## config.mk

```make
export PLATFORM = sky130hd
export DESIGN_NAME = spike_event_logger
export DESIGN_NICKNAME = d
export VERILOG_FILES = /design/src/rtl/spike_event_logger.sv
export SDC_FILE = /design/constraint.sdc
export NUM_CORES = 1
export LEC_CHECK = 0
export CORE_ASPECT_RATIO = 1.25
export CORE_MARGIN = 2
export CORE_UTILIZATION = 55
export CTS_BUF_LIST = sky130_fd_sc_hd__clkbuf_16
export CTS_CLUSTER_SIZE = 30
export DETAILED_ROUTE_END_ITERATION = 12
export GPL_TIMING_DRIVEN = 0
export PLACE_DENSITY = 0.78
export SKIP_CTS_REPAIR_TIMING = 1
export SYNTH_ARGS = -nofsm -noshare
export SYNTH_HDL_FRONTEND = slang
export SYNTH_SLANG_ARGS = --single-unit
```

## constraint.sdc

```tcl
create_clock -name clk -period 3.4 [get_ports clk]
set_input_delay 1.02 -clock clk [delete_from_list [all_inputs] [get_ports clk]]
set_output_delay 1.02 -clock clk [all_outputs]
set_load 0.005 [all_outputs]
```

## src/rtl/spike_event_logger.sv

```systemverilog
// spike_event_logger: buffers rising edges of the LIF spike output as timestamped events in a small FIFO.
// Optional macro SPIKE_LOG_ISI_EN stores the inter-spike interval instead of the absolute timestamp.
module spike_event_logger #(
    parameter int TS_W  = 8,
    parameter int DEPTH = 4
) (
    input  logic                   clk,
    input  logic                   reset,
    input  logic                   spike_in,
    input  logic                   pop,
    input  logic                   clear_drops,
    output logic                   valid,
    output logic [TS_W-1:0]        ev_data,
    output logic [$clog2(DEPTH):0] level,
    output logic [7:0]             drop_cnt,
    output logic                   overflow
);
    localparam int PW = $clog2(DEPTH);
    localparam logic [PW:0]     FULL_LVL = DEPTH[PW:0];
    localparam logic [PW:0]     LVL_ZERO = (PW+1)'(1'b0);
    localparam logic [PW:0]     LVL_ONE  = (PW+1)'(1'b1);
    localparam logic [PW-1:0]   PTR_ONE  = PW'(1'b1);
    localparam logic [TS_W-1:0] TS_ONE   = TS_W'(1'b1);

    logic [TS_W-1:0] ts_cnt;
    logic            spk_q;
    logic [TS_W-1:0] mem [DEPTH];
    logic [PW-1:0]   wr_ptr;
    logic [PW-1:0]   rd_ptr;
    logic [PW:0]     count;
    logic [PW:0]     count_next;
    logic [TS_W-1:0] payload;
    logic            spike_edge;
    logic            full;
    logic            do_push;
    logic            do_pop;
    logic            do_drop;

    // Edge detect and push/pop/drop arbitration; a pop on a full FIFO frees the slot for a same-cycle push.
    always_comb begin
        spike_edge = spike_in & ~spk_q;
        full       = (count == FULL_LVL);
        do_pop     = pop & (count != LVL_ZERO);
        do_push    = spike_edge & (~full | do_pop);
        do_drop    = spike_edge & full & ~do_pop;
        count_next = count;
        case ({do_push, do_pop})
            2'b10:   count_next = count + LVL_ONE;
            2'b01:   count_next = count - LVL_ONE;
            default: count_next = count;
        endcase
    end

`ifdef SPIKE_LOG_ISI_EN
    logic [TS_W-1:0] isi_cnt;

    // Interval counter: restarts at one on each event, otherwise counts up and saturates.
    always_ff @(posedge clk or posedge reset) begin
        if (reset) begin
            isi_cnt <= {TS_W{1'b0}};
        end else if (spike_edge) begin
            isi_cnt <= TS_ONE;
        end else if (isi_cnt != {TS_W{1'b1}}) begin
            isi_cnt <= isi_cnt + TS_ONE;
        end else begin
            isi_cnt <= isi_cnt;
        end
    end

    assign payload = isi_cnt;
`else
    assign payload = ts_cnt;
`endif

    // Free-running timestamp, spike history, FIFO pointers and occupancy.
    always_ff @(posedge clk or posedge reset) begin
        if (reset) begin
            ts_cnt <= {TS_W{1'b0}};
            spk_q  <= 1'b0;
            wr_ptr <= {PW{1'b0}};
            rd_ptr <= {PW{1'b0}};
            count  <= LVL_ZERO;
            valid  <= 1'b0;
        end else begin
            ts_cnt <= ts_cnt + TS_ONE;
            spk_q  <= spike_in;
            wr_ptr <= do_push ? wr_ptr + PTR_ONE : wr_ptr;
            rd_ptr <= do_pop ? rd_ptr + PTR_ONE : rd_ptr;
            count  <= count_next;
            valid  <= (count_next != LVL_ZERO);
        end
    end

    // Event storage; contents are meaningless while empty so no reset is needed.
    always_ff @(posedge clk) begin
        if (do_push) begin
            mem[wr_ptr] <= payload;
        end
    end

    // Drop accounting; a clear in the same cycle as a drop wins.
    always_ff @(posedge clk or posedge reset) begin
        if (reset) begin
            drop_cnt <= 8'd0;
            overflow <= 1'b0;
        end else if (clear_drops) begin
            drop_cnt <= 8'd0;
            overflow <= 1'b0;
        end else if (do_drop) begin
            drop_cnt <= (drop_cnt == 8'hFF) ? drop_cnt : drop_cnt + 8'd1;
            overflow <= 1'b1;
        end else begin
            drop_cnt <= drop_cnt;
            overflow <= overflow;
        end
    end

    assign level   = count;
    assign ev_data = mem[rd_ptr];

endmodule

```

==> run summary <==
Synthesized flop and latch total -> 58
Sequential share of the synthesized area -> 66.7%
Level count of the clock H-tree -> 3
Drt wl/cell -> 16.3 µm
Worst-Margin Slew -> 0.974 ns
Ys flop type -> edfxtp_1
Worst relative slew slack -> 35.0%
Reg-to-reg critical path endpoint -> valid
EDFF count, synth -> 32
PwrDens -> 741 nW/µm²
Total track usage -> 19.6%
R2R depth -> 10
CTS tree -> done
Max Fclk -> 323 MHz
Total power -> 0.00225 W
Most frequent cells in the layout -> edfxtp_1, dfrtp_1, clkdlybuf4s50_1
Mapped Area -> 2420 µm²
Crit path capture type -> flop
Reg2reg setup slack -> 0.85 ns
Row count -> 26
Root Driver -> clkbuf_16
Clock slew at reported path FFs -> 0.05 ns
Initial Utilization -> 58.1%
Cells along the critical path -> clkdlybuf4s50_1 -> nor2b_1 -> and2b_4 -> inv_1 -> ha_1 -> inv_1 -> fa_1 -> xor2_1 -> nor2_1 -> xor2_1 -> or3_1
Design area -> 3030 µm²
Global-route wire length before repair -> 6.93 mm
Crit Path Class -> in -> reg
Post-detailed-route count of antenna-violating nets -> 0
Launch point of the worst hold path -> overflow
Initial antenna violation count -> 0
Async set-reset flop share out of synthesis -> 44.8%
CP Max Fanout -> 4
Syn_nets -> 167
Commonest non-fill, non-tap cell in the layout -> edfxtp_1
Hold path cells -> 2
Outcome -> finished, final reports clean
WHS Endpoint -> overflow
Max incr delay on CP -> 0.50 ns
Vias in the first global route -> 1476
Final WL -> 4.10 mm
Leak -> 1.19 nW
Congestion Overflow GR -> 0
Clk_lat worst skew -> 0.32 ns
Syn Area/Cell -> 15.7 µm²
Final Cycle Share -> 91.0%
Place WS -> -0.499 ns
Setup TNS -> 0 ns
Min cycle time layout -> 3.09 ns
Arrival time at the worst endpoint -> 3.29 ns
Slew Viols, Final -> 0
DRT iter0 DRCs -> 40
Area post-placement -> 2730 µm²
Post-Synthesis Cells -> 154
Share of cells above drive strength 1 -> 15.4%
CP delay by family, top -> simple AND/OR/NAND/NOR gates
Vias per cell -> 5.38
Final WS setup -> 0.308 ns
Critical path buffers and inverters -> 3
Synth Warn # -> 0
Maximum vdd drop -> 411 µV
Area delta synth->final -> 25.3%
Antenna diode count -> 0
Worst Path Required -> 3.60 ns
Final hold violation count -> 0
Routed vias -> 1351
Worst hold path class -> reg -> reg
Synth unique cells -> 33
Clk_skew -> 0.00696 ns
Gpl congestion -> 0.760
RSZ-0062 raised after global routing -> false
DRC -> 0
Pre-antenna DRT Iters -> 4
CP max-delay cell -> clkdlybuf4s50_1
CTS Buffer Depth -> 2
Ports -> 26
Die width -> 63.3 µm
Num CTS Buffers -> 9
Dpl hpwl -> 2.80 mm
PortBufs -> 24
Sink Count -> 58
Critical Path Start Type -> input pin
Die H -> 78.1 µm
Final Core Density -> 72.7%
R2R Path Start -> level[0]
Final nets -> 203
Die area -> 4940 µm²
Pin count of the biggest net entering global routing -> 27
Final setup viols -> 0
Core area -> 4160 µm²
Max-cap viol count -> 0
-- synthesized netlist by cell type (all sizes together), types with 2 or more instances --
library cell	number	area share [%]
nand2	7	1.1
nand4	2	0.78
dfrtp	26	27
o211ai	2	1.2
o31ai	2	0.62
nor2	6	0.93
a21oi	6	1.2
mux2i	2	0.83
inv	9	1.4
o21ai	4	0.83
nand3	5	1.0
mux4	8	7.5
or3	4	1.1
edfxtp	32	40
or4	2	0.62
and2	4	1.0
buf	3	0.52
xnor2	7	2.5
ha	7	3.6
xor2	7	2.5
-- state kept, by name (all words and copies together), names as in the netlist --
register and flops:
payload 8, mem 32, spk_q 1, valid 1, drop_cnt 8, level 3, rd_ptr 2, overflow 1
wr_ptr 2
-- cell families after synthesis --
family	share of synthesized area (%)
mux	8.28
compound gates	4.30
flops	66.7
simple gates	9.16
buf+inv	2.07
xor+xnor	5.07
fa+ha+maj	4.45
-- metrics by stage --
step                std cells  hold WS [ns]
floorplan                 154         0.486
global placement          234         0.495
detailed placement        234         0.508
CTS                       250         0.520
global route              251         0.550
finish                    251         0.505
-- where the power goes --
| group | leakage, nW | internal (W) | total [W] | switching, W |
|---|---|---|---|---|
| Clock | 0.142 | 0.000555 | 0.000842 | 0.000287 |
| Combinational | 0.435 | 0.000288 | 0.000515 | 0.000227 |
| Sequential | 0.612 | 0.000834 | 0.000888 | 0.0000534 |
-- routing by layer --
| metal | track usage [%] | vias to the layer above | part of all wire [%] | wire [µm] |
|---|---|---|---|---|
| li1 | - | 636 | - | - |
| met1 | 20.4 | 675 | 38 | 1570 |
| met2 | 34.9 | 33 | 55 | 2270 |
| met3 | 6.02 | 7 | 4.1 | 169 |
| met4 | 11.1 | 0 | 2.2 | 89 |
| met5 | 0 | - | 0 | 0 |
-- final cells by class --
class / count / area, µm²
timing repair buffer: 26 / 258
multi-input combinational: 83 / 757
clock buffer: 9 / 225
fill: 283 / 1140
sequential: 58 / 1610
tap: 56 / 70.1
buffer: 3 / 12.5
inverter: 9 / 33.8
clock inverter: 7 / 60.1
-- worst max-delay path by stage --
stage                     startpoint     to  slack [ns]  cells after the start
after global routing        spike_in  valid        0.13                     11
after detailed placement         pop  valid       -0.50                     12
after global placement           pop  valid       -0.33                     12
final                       spike_in  valid        0.31                     11
after floorplan                  pop  valid        0.29                     11
after CTS                        pop  valid       -0.15                     12
-- worst register-to-register path, cell delays in order, from the launching register on --
cell and delay, ns:
dfrtp_1 0.45, nor4b_4 0.33, and2b_4 0.24, inv_1 0.05, ha_1 0.18, inv_1 0.06, fa_1 0.37, xor2_1 0.16
nor2_1 0.17, xor2_1 0.10, or3_1 0.31
Note: power is estimated with default switching activity, not from simulation.
